### src/rtl/hazard_pkg.sv
// Shared definitions for the pipeline hazard/stall controller and the forwarding unit.
// Holds the sequencer state encoding and the default register-index width.
package hazard_pkg;

    localparam int DEFAULT_SRC_LENGTH = 5;

    typedef enum logic [1:0] {
        RUN      = 2'd0,
        MEM_WAIT = 2'd1,
        ERROR    = 2'd2
    } hazard_state_e;

endpackage

### src/rtl/hazard_detect.sv
// Combinational RAW hazard compare between the ID sources and the EXE/MEM destinations.
// With forwarding only a load in EXE stalls; without it any pending write in EXE or MEM does.
module hazard_detect
    import hazard_pkg::*;
#(
    parameter int SRC_W = DEFAULT_SRC_LENGTH
) (
    input  logic             i_fwd_en,
    input  logic [SRC_W-1:0] i_src1_ID,
    input  logic [SRC_W-1:0] i_src2_ID,
    input  logic             i_two_src_ID,
    input  logic [SRC_W-1:0] i_dest_EXE,
    input  logic [SRC_W-1:0] i_dest_MEM,
    input  logic             i_WB_EN_EXE,
    input  logic             i_WB_EN_MEM,
    input  logic             i_MEM_R_EN_EXE,
    output logic             o_hazard
);

    logic w_match_exe;
    logic w_match_mem;

    // Register 0 is hard-wired zero, so a write to it never creates a dependency.
    function automatic logic f_match(input logic [SRC_W-1:0] src1,
                                     input logic [SRC_W-1:0] src2,
                                     input logic             two_src,
                                     input logic [SRC_W-1:0] dest);
        return (dest != '0) && ((src1 == dest) || (two_src && (src2 == dest)));
    endfunction

    assign w_match_exe = f_match(i_src1_ID, i_src2_ID, i_two_src_ID, i_dest_EXE);
    assign w_match_mem = f_match(i_src1_ID, i_src2_ID, i_two_src_ID, i_dest_MEM);

    assign o_hazard = i_fwd_en
                    ? (i_MEM_R_EN_EXE & i_WB_EN_EXE & w_match_exe)
                    : ((i_WB_EN_EXE & w_match_exe) | (i_WB_EN_MEM & w_match_mem));

endmodule

### src/rtl/hazard_stall_controller.sv
// Pipeline sequencer: load-use bubbles, branch flush, SRAM-wait freeze with timeout,
// plus a sticky memory error and a saturating stall-cycle counter.
module hazard_stall_controller
    import hazard_pkg::*;
#(
    parameter int SRC_LENGTH = DEFAULT_SRC_LENGTH,
    parameter int MAX_WAIT   = 8,
    parameter int CNT_W      = 16
) (
    input  logic                  clk,
    input  logic                  rst,
    input  logic                  fwd_en,
    input  logic [SRC_LENGTH-1:0] src1_ID,
    input  logic [SRC_LENGTH-1:0] src2_ID,
    input  logic                  two_src_ID,
    input  logic [SRC_LENGTH-1:0] dest_EXE,
    input  logic [SRC_LENGTH-1:0] dest_MEM,
    input  logic                  WB_EN_EXE,
    input  logic                  WB_EN_MEM,
    input  logic                  MEM_R_EN_EXE,
    input  logic                  mem_access_MEM,
    input  logic                  sram_ready,
    input  logic                  branch_taken_EXE,
    output logic                  freeze_front,
    output logic                  bubble_EXE,
    output logic                  freeze_pipe,
    output logic                  flush,
    output logic                  mem_error,
    output logic [1:0]            state,
    output logic [CNT_W-1:0]      stall_cycles
);

    localparam int WAIT_W = $clog2(MAX_WAIT) + 1;
    localparam logic [1:0] S_RUN      = RUN;
    localparam logic [1:0] S_MEM_WAIT = MEM_WAIT;
    localparam logic [1:0] S_ERROR    = ERROR;
    localparam logic [WAIT_W-1:0] WAIT_LAST = WAIT_W'(MAX_WAIT - 1);

    logic [1:0]        r_state;
    logic [1:0]        w_state_nxt;
    logic [WAIT_W-1:0] r_wait_cnt;
    logic [CNT_W-1:0]  r_stall_cnt;
    logic              w_hazard;
    logic              w_mem_busy;
    logic              w_in_error;
    logic              w_freeze_front;
    logic              w_bubble;
    logic              w_freeze_pipe;
    logic              w_flush;

    hazard_detect #(.SRC_W(SRC_LENGTH)) u_detect (
        .i_fwd_en       (fwd_en),
        .i_src1_ID      (src1_ID),
        .i_src2_ID      (src2_ID),
        .i_two_src_ID   (two_src_ID),
        .i_dest_EXE     (dest_EXE),
        .i_dest_MEM     (dest_MEM),
        .i_WB_EN_EXE    (WB_EN_EXE),
        .i_WB_EN_MEM    (WB_EN_MEM),
        .i_MEM_R_EN_EXE (MEM_R_EN_EXE),
        .o_hazard       (w_hazard)
    );

    assign w_mem_busy = mem_access_MEM & ~sram_ready;
    assign w_in_error = (r_state == S_ERROR);

    // A branch seen during a memory freeze waits in EXE and flushes once the freeze lifts.
    always_comb begin
        w_freeze_front = 1'b0;
        w_bubble       = 1'b0;
        w_freeze_pipe  = 1'b0;
        w_flush        = 1'b0;
        if (w_in_error || w_mem_busy) begin
            w_freeze_pipe = 1'b1;
        end else if (branch_taken_EXE) begin
            w_flush = 1'b1;
        end else if (w_hazard) begin
            w_freeze_front = 1'b1;
            w_bubble       = 1'b1;
        end
        if (rst) begin
            w_freeze_front = 1'b0;
            w_bubble       = 1'b0;
            w_freeze_pipe  = 1'b0;
            w_flush        = 1'b0;
        end
    end

    // Unused encoding 3 behaves exactly like RUN.
    always_comb begin
        w_state_nxt = S_RUN;
        case (r_state)
            S_MEM_WAIT: begin
                if (!w_mem_busy)                   w_state_nxt = S_RUN;
                else if (r_wait_cnt == WAIT_LAST)  w_state_nxt = S_ERROR;
                else                               w_state_nxt = S_MEM_WAIT;
            end
            S_ERROR:   w_state_nxt = S_ERROR;
            default:   w_state_nxt = w_mem_busy ? S_MEM_WAIT : S_RUN;
        endcase
    end

    always_ff @(posedge clk or posedge rst) begin
        if (rst) begin
            r_state     <= S_RUN;
            r_wait_cnt  <= '0;
            r_stall_cnt <= '0;
        end else begin
            r_state    <= w_state_nxt;
            r_wait_cnt <= (r_state == S_MEM_WAIT) ? r_wait_cnt + 1'b1 : '0;
            if ((w_freeze_pipe || w_bubble) && (r_stall_cnt != '1)) begin
                r_stall_cnt <= r_stall_cnt + 1'b1;
            end
        end
    end

    assign freeze_front = w_freeze_front;
    assign bubble_EXE   = w_bubble;
    assign freeze_pipe  = w_freeze_pipe;
    assign flush        = w_flush;
    assign mem_error    = w_in_error;
    assign state        = r_state;
    assign stall_cycles = r_stall_cnt;

endmodule
### config.mk
export PLATFORM = sky130hd
export DESIGN_NAME = hazard_stall_controller
export DESIGN_NICKNAME = d
export VERILOG_FILES = /design/src/rtl/hazard_pkg.sv /design/src/rtl/hazard_detect.sv /design/src/rtl/hazard_stall_controller.sv
export SDC_FILE = /design/constraint.sdc
export NUM_CORES = 1
export LEC_CHECK = 0
export ABC_AREA = 1
export BUFFER_PORTS_ARGS = -buffer_cell sky130_fd_sc_hd__buf_2
export CAP_MARGIN = 20
export CORE_ASPECT_RATIO = 1.75
export CORE_MARGIN = 2
export CORE_UTILIZATION = 38
export CTS_BUF_LIST = sky130_fd_sc_hd__clkbuf_8
export CTS_CLUSTER_DIAMETER = 150
export CTS_CLUSTER_SIZE = 14
export DETAILED_ROUTE_END_ITERATION = 10
export SYNTH_ARGS = -nofsm -noshare
export SYNTH_HDL_FRONTEND = slang
export SYNTH_SLANG_ARGS = --single-unit
### constraint.sdc
create_clock -name clk -period 2.43 [get_ports clk]
set_clock_uncertainty 0.05 [all_clocks]
set_input_delay 0.3645 -clock clk [delete_from_list [all_inputs] [get_ports clk]]
set_output_delay 0.3645 -clock clk [all_outputs]
set_load 0.1 [all_outputs]
; ---- Yosys cells after proc, flatten, opt, wreduce, memory -nomap -nowiden
; Index checks and enable logic that the tools add are counted.
[op_classes]
eq_ne = 8
n_bitwise = 7
reduce_logical = 11
n_mux = 15
n_addsub = 2
[ops]
columns = cell, count
row1 = 5-bit == test, 4
row2 = 16-bit by 1-bit adder with 16-bit output (second input constant), 1
row3 = 16-bit inequality test (second input constant), 1
row4 = 1-bit 2-to-1 mux, 11
row5 = 5-bit nonzero test, 2
row6 = 1-bit bitwise AND, 5
row7 = 1-bit logical AND, 5
row8 = 4-bit by 1-bit adder with 4-bit output (second input constant), 1
row9 = 4-bit by 3-bit == test with 1-bit output (second input constant), 1
row10 = 1-bit logical OR, 4
row11 = 2-bit 2-to-1 mux, 2
row12 = 4-bit 2-to-1 mux, 1
row13 = 2-bit one-hot mux with 2 select lines, 1
row14 = 2-bit by 1-bit == test with 1-bit output (second input constant), 1
row15 = 2-bit == test (second input constant), 1
row16 = 1-bit NOT, 1
row17 = 1-bit bitwise OR, 1
[word_totals]
in_bits = 30
reg_bits = 22
elab_cells = 46
out_inout_bits = 23

; ---- Longest topological paths before layout
; Gate-level depths: netlist of run 1.
[depth]
depth_word = 13
mapped_depth = 14
mapped_depth_nobuf = 13

; ---- Cells and area by module
; From an unflattened synthesis of run 1, not the netlist that was laid out.
[unflattened]
cells_unflattened = 288
area_unflattened_um2 = 1774.2
[modules_own_cells]
columns = module, cells_each, area_per_inst_um2, seq_area_each_um2, n_inst
row1 = hazard_stall_controller, 185, 1360.1, 550.5, 1
row2 = hazard_detect, 103, 414.1, 0.0, 1

; ---- Worst setup path before layout of run 1
; No wires, ideal clock.
[synth_timing]
kind = reg2reg
startpoint = register r_state[1], in the netlist state[1]
endpoint = register r_stall_cnt[10], in the netlist stall_cycles[10]
arrival_ns = 4.085
path_buffers = 1
setup_time_ns = 0.067
path_stages_with_launch = 9
t_required_ns = 2.313
slack_ns = -1.772
path_cell_list = dfrtp_1 ha_1 nor2_1 nor2_1 inv_2 nand2_2 buf_1 nand3_1 nand2_1
[synth_between]
elab_chain_len = 6
elab_cells_between_ends = 8
[synth_rtl]
columns = item, line_no
row1 = "start, declared", hazard_stall_controller.sv:39  ; logic [1:0] r_state;
row2 = "start signal, assigned", hazard_stall_controller.sv:109  ; r_state <= w_state_nxt;
row3 = 2-bit == test, hazard_stall_controller.sv:65  ; assign w_in_error = (r_state == S_ERROR);
row4 = named net mem_error, hazard_stall_controller.sv:28  ; output logic mem_error,
row5 = 1-bit logical OR, hazard_stall_controller.sv:73  ; if (w_in_error || w_mem_busy) begin
row6 = 1-bit 2-to-1 mux, hazard_stall_controller.sv:73
row7 = 1-bit 2-to-1 mux, hazard_stall_controller.sv:81  ; if (rst) begin
row8 = named net freeze_pipe, hazard_stall_controller.sv:26  ; output logic freeze_pipe,
row9 = 1-bit logical OR, hazard_stall_controller.sv:111  ; if ((w_freeze_pipe || w_bubble) && (r_stall_cnt != '1)) begin
row10 = 1-bit logical AND, hazard_stall_controller.sv:111
row11 = "end signal, assigned", hazard_stall_controller.sv:112  ; r_stall_cnt <= r_stall_cnt + 1'b1;
row12 = "end, declared", hazard_stall_controller.sv:42  ; logic [CNT_W-1:0] r_stall_cnt;
; The timed path passes the listed nets, and every way through them passes these cells.
; A chain may end at the register's enable or synchronous reset.

; ---- Worst setup path after layout of run 1
[layout_timing]
startpoint = register r_state[1], in the netlist state[1]
endpoint = output bubble_EXE
[layout_between]
elab_chain_len = 4
[layout_rtl]
columns = item, line_no
row1 = 2-bit == test, hazard_stall_controller.sv:65
row2 = 1-bit logical OR, hazard_stall_controller.sv:73
row3 = 1-bit 2-to-1 mux, hazard_stall_controller.sv:73
row4 = 1-bit 2-to-1 mux, hazard_stall_controller.sv:81
row5 = "end, declared", hazard_stall_controller.sv:25  ; output logic bubble_EXE,
; No other way between the ends.

==> flow_metrics.py, run 1 <==
metrics = {
    "sta": {
        "hold_ws_ns": 0.1751,
        "rsz0062_at_grt": "no",
        "hold_viol_final": 0,
        "period_share_pct": 92.11,
        "fin_crit_ns": 2.238,
        "setup_violations": 0,
        "fin_setup_tns_ns": 0,
        "fmax_mhz": 446.8,
        "worst_pin_slew_ns": 0.6359,
        "slew_violations": 0,
        "max_slew_margin_pct": 57.56,
    },
    "pwr": {
        "ir_drop_mv": 0.5057,
        "p_sw_share_pct": 40.40,
        "p_leak_nw": 1.294,
        "p_clk_share_pct": 29.4,
        "seqPwrFrac_pct": 36.2,
        "p_per_area_nw_per_um2": 556.4,
        "internal-power_w": 0.0007086,
        "p_sw_w": 0.0004804,
        "combPwrFrac_pct": 34.4,
    },
    "clock_tree": {
        "clkLatencyLatePin_ns": 0.27,
        "cts.clk_slew.worst_paths_ns": 0.09,
        "cts_buffer_depth": 2,
        "htree_num_levels": 1,
        "clock-sinks": 22,
        "post_cts_buffers": 0,
        "holdBufCountCts": 0,
        "cts_resized": 0,
        "root_buffer": "clkbuf_8",
        "cts_made_buffers": 3,
        "cts_tree": "yes",
    },
    "critical_path": {
        "criticalPathCategory": "flop to primary output",
        "crit_fanout": 4,
        "cp_data_required_time_ns": 2.02,
        "critPathArrivalTime_ns": 1.82,
        "r2r_slack_ns": 0.33,
        "endpoint_kind": "primary output",
        "setup.worst_path.start_class": "flop",
        "reg2reg_depth": 9,
        "regToRegEndpoint": "stall_cycles[0]",
        "reg2reg_from": "stall_cycles[0]",
    },
    "detailed_routing": {
        "drtAntennaViolNets": 0,
        "dr.pass1.iters": 5,
        "remaining_drc_errors": 0,
        "wl_um": 4085,
        "wl_per_cell_um": 11.16,
        "avgViaCountPerCell": 4.746,
        "first_iter_violations": 33,
        "vias": 1737,
    },
    "yosys": {
        "synth_top_area_share_pct": 32.47,
        "synth-simple-area-share_pct": 44.35,
        "synth_top_family_by_area": "simple AND/OR/NAND/NOR gates",
        "yosys.area.top_type": "dfrtp_1",
        "synthDistinctLibCells": 26,
        "muxShareOfSynthArea_pct": 0,
        "ys_ff_latch": 22,
        "synth_xor_area_share_pct": 8.782,
        "seq_area_frac_synth_pct": 32.47,
        "synth_warnings": 0,
        "syn_nets": 295,
        "avgSynthCellArea_um2": 6.496,
        "netlist_top_cells_area": "dfrtp_1, nand2_1, inv_1",
        "synthAdderAreaFrac_pct": 2.952,
        "synth-compound-area-share_pct": 1.845,
        "synthCells": 261,
        "netlist_area_um2": 1695,
    },
    "die": {
        "dieArea_um2": 5033,
        "initial_utilization_pct": 38.85,
        "die_x_um": 54.49,
        "fp.dieH_um": 92.36,
        "fp.coreArea_um2": 4364,
        "ios": 53,
        "rows": 32,
    },
    "global_route": {
        "grt_usage_pct": 18.44,
        "grt_pass1_wl_um": 7044,
        "grt-ovfl-total": 0,
        "antenna_found_initial": 0,
        "grt_pass1_vias": 1667,
        "grt_max_degree": 18,
    },
    "cells_and_area": {
        "area_growth_pct": 26.05,
        "nets": 350,
        "antennaDiodeCount": 0,
        "final_common_cell": "nand2_1",
        "finalInstanceArea_um2": 2137,
        "nFillCells": 463,
        "drive_gt1_share_pct": 24.13,
        "final_cell_mix": "nand2_1, buf_2, inv_1",
    },
    "placement": {
        "dpl.hpwl_um": 3364,
        "placed_cell_area_um2": 2063,
        "place_congestion": 0.8258,
        "numPortBuffers": 52,
    },
    "outcome": {
        "status": "finished clean",
    },
    "job": {
        "maxCapViolations": 0,
    },
    "worst_hold_path": {
        "min_path_type": "input pin to asynchronous set/reset pin",
    },
}
metrics by stage:
step / power, W / std cells / setup slack, ns / util (%)
after floorplan: 0.0007567 / 261 / -0.08040 / -
after global placement: 0.0008442 / 362 / 0.3437 / 47.28
after detailed placement: 0.0008509 / 362 / 0.3309 / 47.28
after CTS: 0.001199 / 366 / 0.05431 / 48.91
after global routing: 0.001252 / 366 / 0.09486 / 48.97
final: 0.001189 / 366 / 0.1917 / 48.97
cells in the mapped netlist:
cell type,count
a21oi_1,1
a31oi_1,1
buf_1,1
buf_2,1
buf_4,1
buf_6,1
dfrtp_1,22
ha_1,4
inv_1,34
inv_2,2
nand2_1,108
nand2_2,2
nand2_4,1
nand3_1,25
nand3_2,1
nand4_1,2
nand4_4,1
nor2_1,28
nor2_4,1
nor3b_4,1
nor4_1,3
o211ai_1,1
o21a_1,1
o21ai_0,1
xnor2_1,9
xor2_1,8
how the worst max path moves through the flow:
| stage | startpoint | end | slack (ns) | cells after the start |
|---|---|---|---|---|
| 4_1_cts | state[1] | bubble_EXE | 0.05 | 5 |
| 5_1_grt | state[1] | bubble_EXE | 0.09 | 5 |
| 3_3_place_gp | stall_cycles[0] | stall_cycles[1] | 0.34 | 9 |
| 3_5_place_dp | stall_cycles[0] | stall_cycles[15] | 0.33 | 9 |
| 6_report | state[1] | bubble_EXE | 0.19 | 5 |
| 2_1_floorplan | state[0] | freeze_front | -0.08 | 6 |
sequential cells by signal, summed over array words and instances (netlist names):
register,count
state,2
stall_cycles,16
r_wait_cnt,4
metal layers:
layer  wire [um]  track usage [%]  vias to the layer above
met5           0                0                        -
met4          43            5.625                        0
met3         165            2.419                        2
met2        2288            34.54                       42
met1        1587            19.96                      788
li1            -                -                      905
critical path: stages (launching register included):
cell,delay (ns)
dfrtp_4,0.50
ha_4,0.17
nor4_1,0.25
nand2_1,0.17
clkinvlp_4,0.13
clkbuf_4,0.33
logic make-up (layout without fill, tap and decap cells):
logic type | count (synthesis) | after routing
flip-flops | 22 | 22
AO/OA/AOI/OAI | 5 | 5
XOR/XNOR | 17 | 17
adder cells (fa/ha/maj) | 4 | 4
AND/OR/NAND/NOR | 173 | 173
buffers and inverters | 40 | 94
cell type report:
class	count	area, um^2	share of cell area (%)
clock buffer	3	41.29	1.932
timing repair buffer	54	292.8	13.70
tap	51	63.81	2.986
inverter	36	138.9	6.499
multi-input combinational	199	1010	47.25
sequential	22	560.5	26.23
clock inverter	1	30.03	1.405
power by group through the flow:
stage / clock (W) / sequential [W] / combinational, W
global placement: 0 / 0.000436 / 0.000408
detailed placement: 0 / 0.000437 / 0.000413
finish: 0.000349 / 0.000431 / 0.000409
CTS: 0.000355 / 0.000430 / 0.000414
global route: 0.000371 / 0.000437 / 0.000444
floorplan: 0 / 0.000621 / 0.000136
(Power assumes the default switching activity.)
==> run 2, diff against run 1 <==
==> constraint.sdc (replaced) <==
create_clock -name clk -period 2.43 [get_ports clk]
set_clock_uncertainty 0.05 [all_clocks]
set_input_delay 0.3645 -clock clk [delete_from_list [all_inputs] [get_ports clk]]
set_output_delay 0.3645 -clock clk [all_outputs]
set_load 0.05 [all_outputs]
==> flow_metrics.py, run 2 (synthesis gave the netlist of run 1 again) <==
metrics = {
    "sta": {
        "fmax_mhz": 484.7,
        "setup_violations": 0,
        "rsz0062_at_grt": "no",
        "fin_setup_tns_ns": 0,
        "max_slew_margin_pct": 80.03,
        "fin_crit_ns": 2.063,
        "period_share_pct": 84.90,
        "hold_viol_final": 0,
        "setup_ws_ns": 0.3670,
        "worst_pin_slew_ns": 0.2985,
        "slew_violations": 0,
    },
    "pwr": {
        "p_leak_nw": 1.298,
        "ir_drop_mv": 0.2871,
        "p_per_area_nw_per_um2": 476.0,
    },
    "global_route": {
        "grt_pass1_wl_um": 6727,
        "grt_max_degree": 23,
        "antenna_found_initial": 0,
        "grt-ovfl-total": 0,
        "grt_pass1_vias": 1597,
        "grt_usage_pct": 17.46,
    },
    "detailed_routing": {
        "wl_um": 4029,
        "wl_per_cell_um": 11.01,
        "remaining_drc_errors": 0,
        "vias": 1702,
        "dr.pass1.iters": 4,
        "first_iter_violations": 27,
        "avgViaCountPerCell": 4.650,
        "drtAntennaViolNets": 0,
    },
    "critical_path": {
        "setup.worst_path.start_class": "flop",
        "critPathArrivalTime_ns": 2.21,
        "crit_fanout": 17,
        "criticalPathCategory": "flop to flop",
        "cp_data_required_time_ns": 2.58,
        "endpoint_kind": "flop",
    },
    "job": {
        "maxCapViolations": 0,
    },
    "clock_tree": {
        "cts.clk_slew.worst_paths_ns": 0.08,
        "cts_resized": 0,
        "holdBufCountCts": 0,
        "clkLatencyLatePin_ns": 0.26,
        "cts_tree": "yes",
        "clock-sinks": 22,
        "cts_buffer_depth": 2,
        "post_cts_buffers": 0,
        "htree_num_levels": 1,
        "root_buffer": "clkbuf_8",
        "cts_made_buffers": 3,
    },
    "cells_and_area": {
        "largest_register_ffs": 16,
        "nets": 350,
        "drive_gt1_share_pct": 22.22,
        "antennaDiodeCount": 0,
        "nFillCells": 475,
        "multi_input_area_um2": 992.2,
        "area_growth_pct": 22.29,
        "final_common_cell": "nand2_1",
        "layout.cells.non_filler": 366,
        "final_cell_mix": "nand2_1, buf_2, inv_1",
        "regArea_um2": 551.8,
        "finalInstanceArea_um2": 2073,
    },
    "placement": {
        "dpl.cell_count": 362,
        "place_ws_ns": 0.3703,
        "placed_cell_area_um2": 2018,
        "place_congestion": 0.8709,
        "numPortBuffers": 52,
        "dpl.hpwl_um": 3264,
    },
    "die": {
        "rows": 32,
        "fp.dieH_um": 92.36,
        "initial_utilization_pct": 38.85,
        "fp.coreArea_um2": 4364,
        "die_x_um": 54.49,
        "ios": 53,
        "dieArea_um2": 5033,
    },
    "outcome": {
        "status": "finished clean",
    },
    "worst_hold_path": {
        "min_path_type": "input pin to asynchronous set/reset pin",
    },
}
run 2: cell count changes in the layout (fill, tap and decap cells not counted), sizes merged:
cell / previous run / this run
bufinv: 1 / 0
clkinvlp: 1 / 0
buf: 53 / 54
inv: 35 / 36
run 2: metal layers:
metal	routed length (um)	vias to the layer above	GRT usage [%]
li1	-	905	-
met1	1660	756	18.65
met2	2189	37	33.94
met3	140	4	1.452
met4	39	0	4.375
met5	0	-	0
run 2: worst paths after layout:
check / start / to / slack, ns / cells past startpoint
worst max-delay path: stall_cycles[0] / stall_cycles[6] / 0.37 / 9
worst min-delay path: rst / r_wait_cnt[3] / 0.13 / 3
worst max register to register: stall_cycles[0] / stall_cycles[6] / 0.37 / 9
worst min register to register: r_wait_cnt[0] / r_wait_cnt[0] / 0.43 / 1
max in group asynchronous: rst / state[0] / 1.96 / 3
min in group clk: sram_ready / state[0] / 0.34 / 3
run 2: where the power goes:
part	leakage [nW]	internal, W	switching (W)
registers	0.300	0.000393	0.0000360
logic	0.970	0.0000911	0.000208
clock network	0.0288	0.000144	0.000115
total	1.30	0.000628	0.000359
run 2: final cells by class:
| cell class | instances | area share (%) |
|---|---|---|
| Clock buffer | 4 | 2.655 |
| Multi-Input combinational cell | 199 | 47.86 |
| Inverter | 36 | 6.518 |
| Timing Repair Buffer | 54 | 13.28 |
| Tap cell | 51 | 3.078 |
| Sequential cell | 22 | 26.61 |
run 2: metrics by stage:
step                      hold WS [ns]  util (%)   power, W
after floorplan                 0.3037         -  0.0006459
after global placement          0.4118     46.24  0.0007378
after detailed placement        0.4191     46.24  0.0007393
after CTS                       0.1410     47.51  0.0009996
after global routing            0.1672     47.51   0.001050
final                           0.1321     47.51  0.0009869
run 2: critical path, cell delays in order (launching register included):
cell	delay [ns]
dfrtp_1	0.42
ha_1	0.22
nand3_2	0.12
nor3b_4	0.28
nand2_2	0.12
nor2_4	0.13
nand4_4	0.24
nand2_4	0.28
nand2_1	0.07
nand2_1	0.07
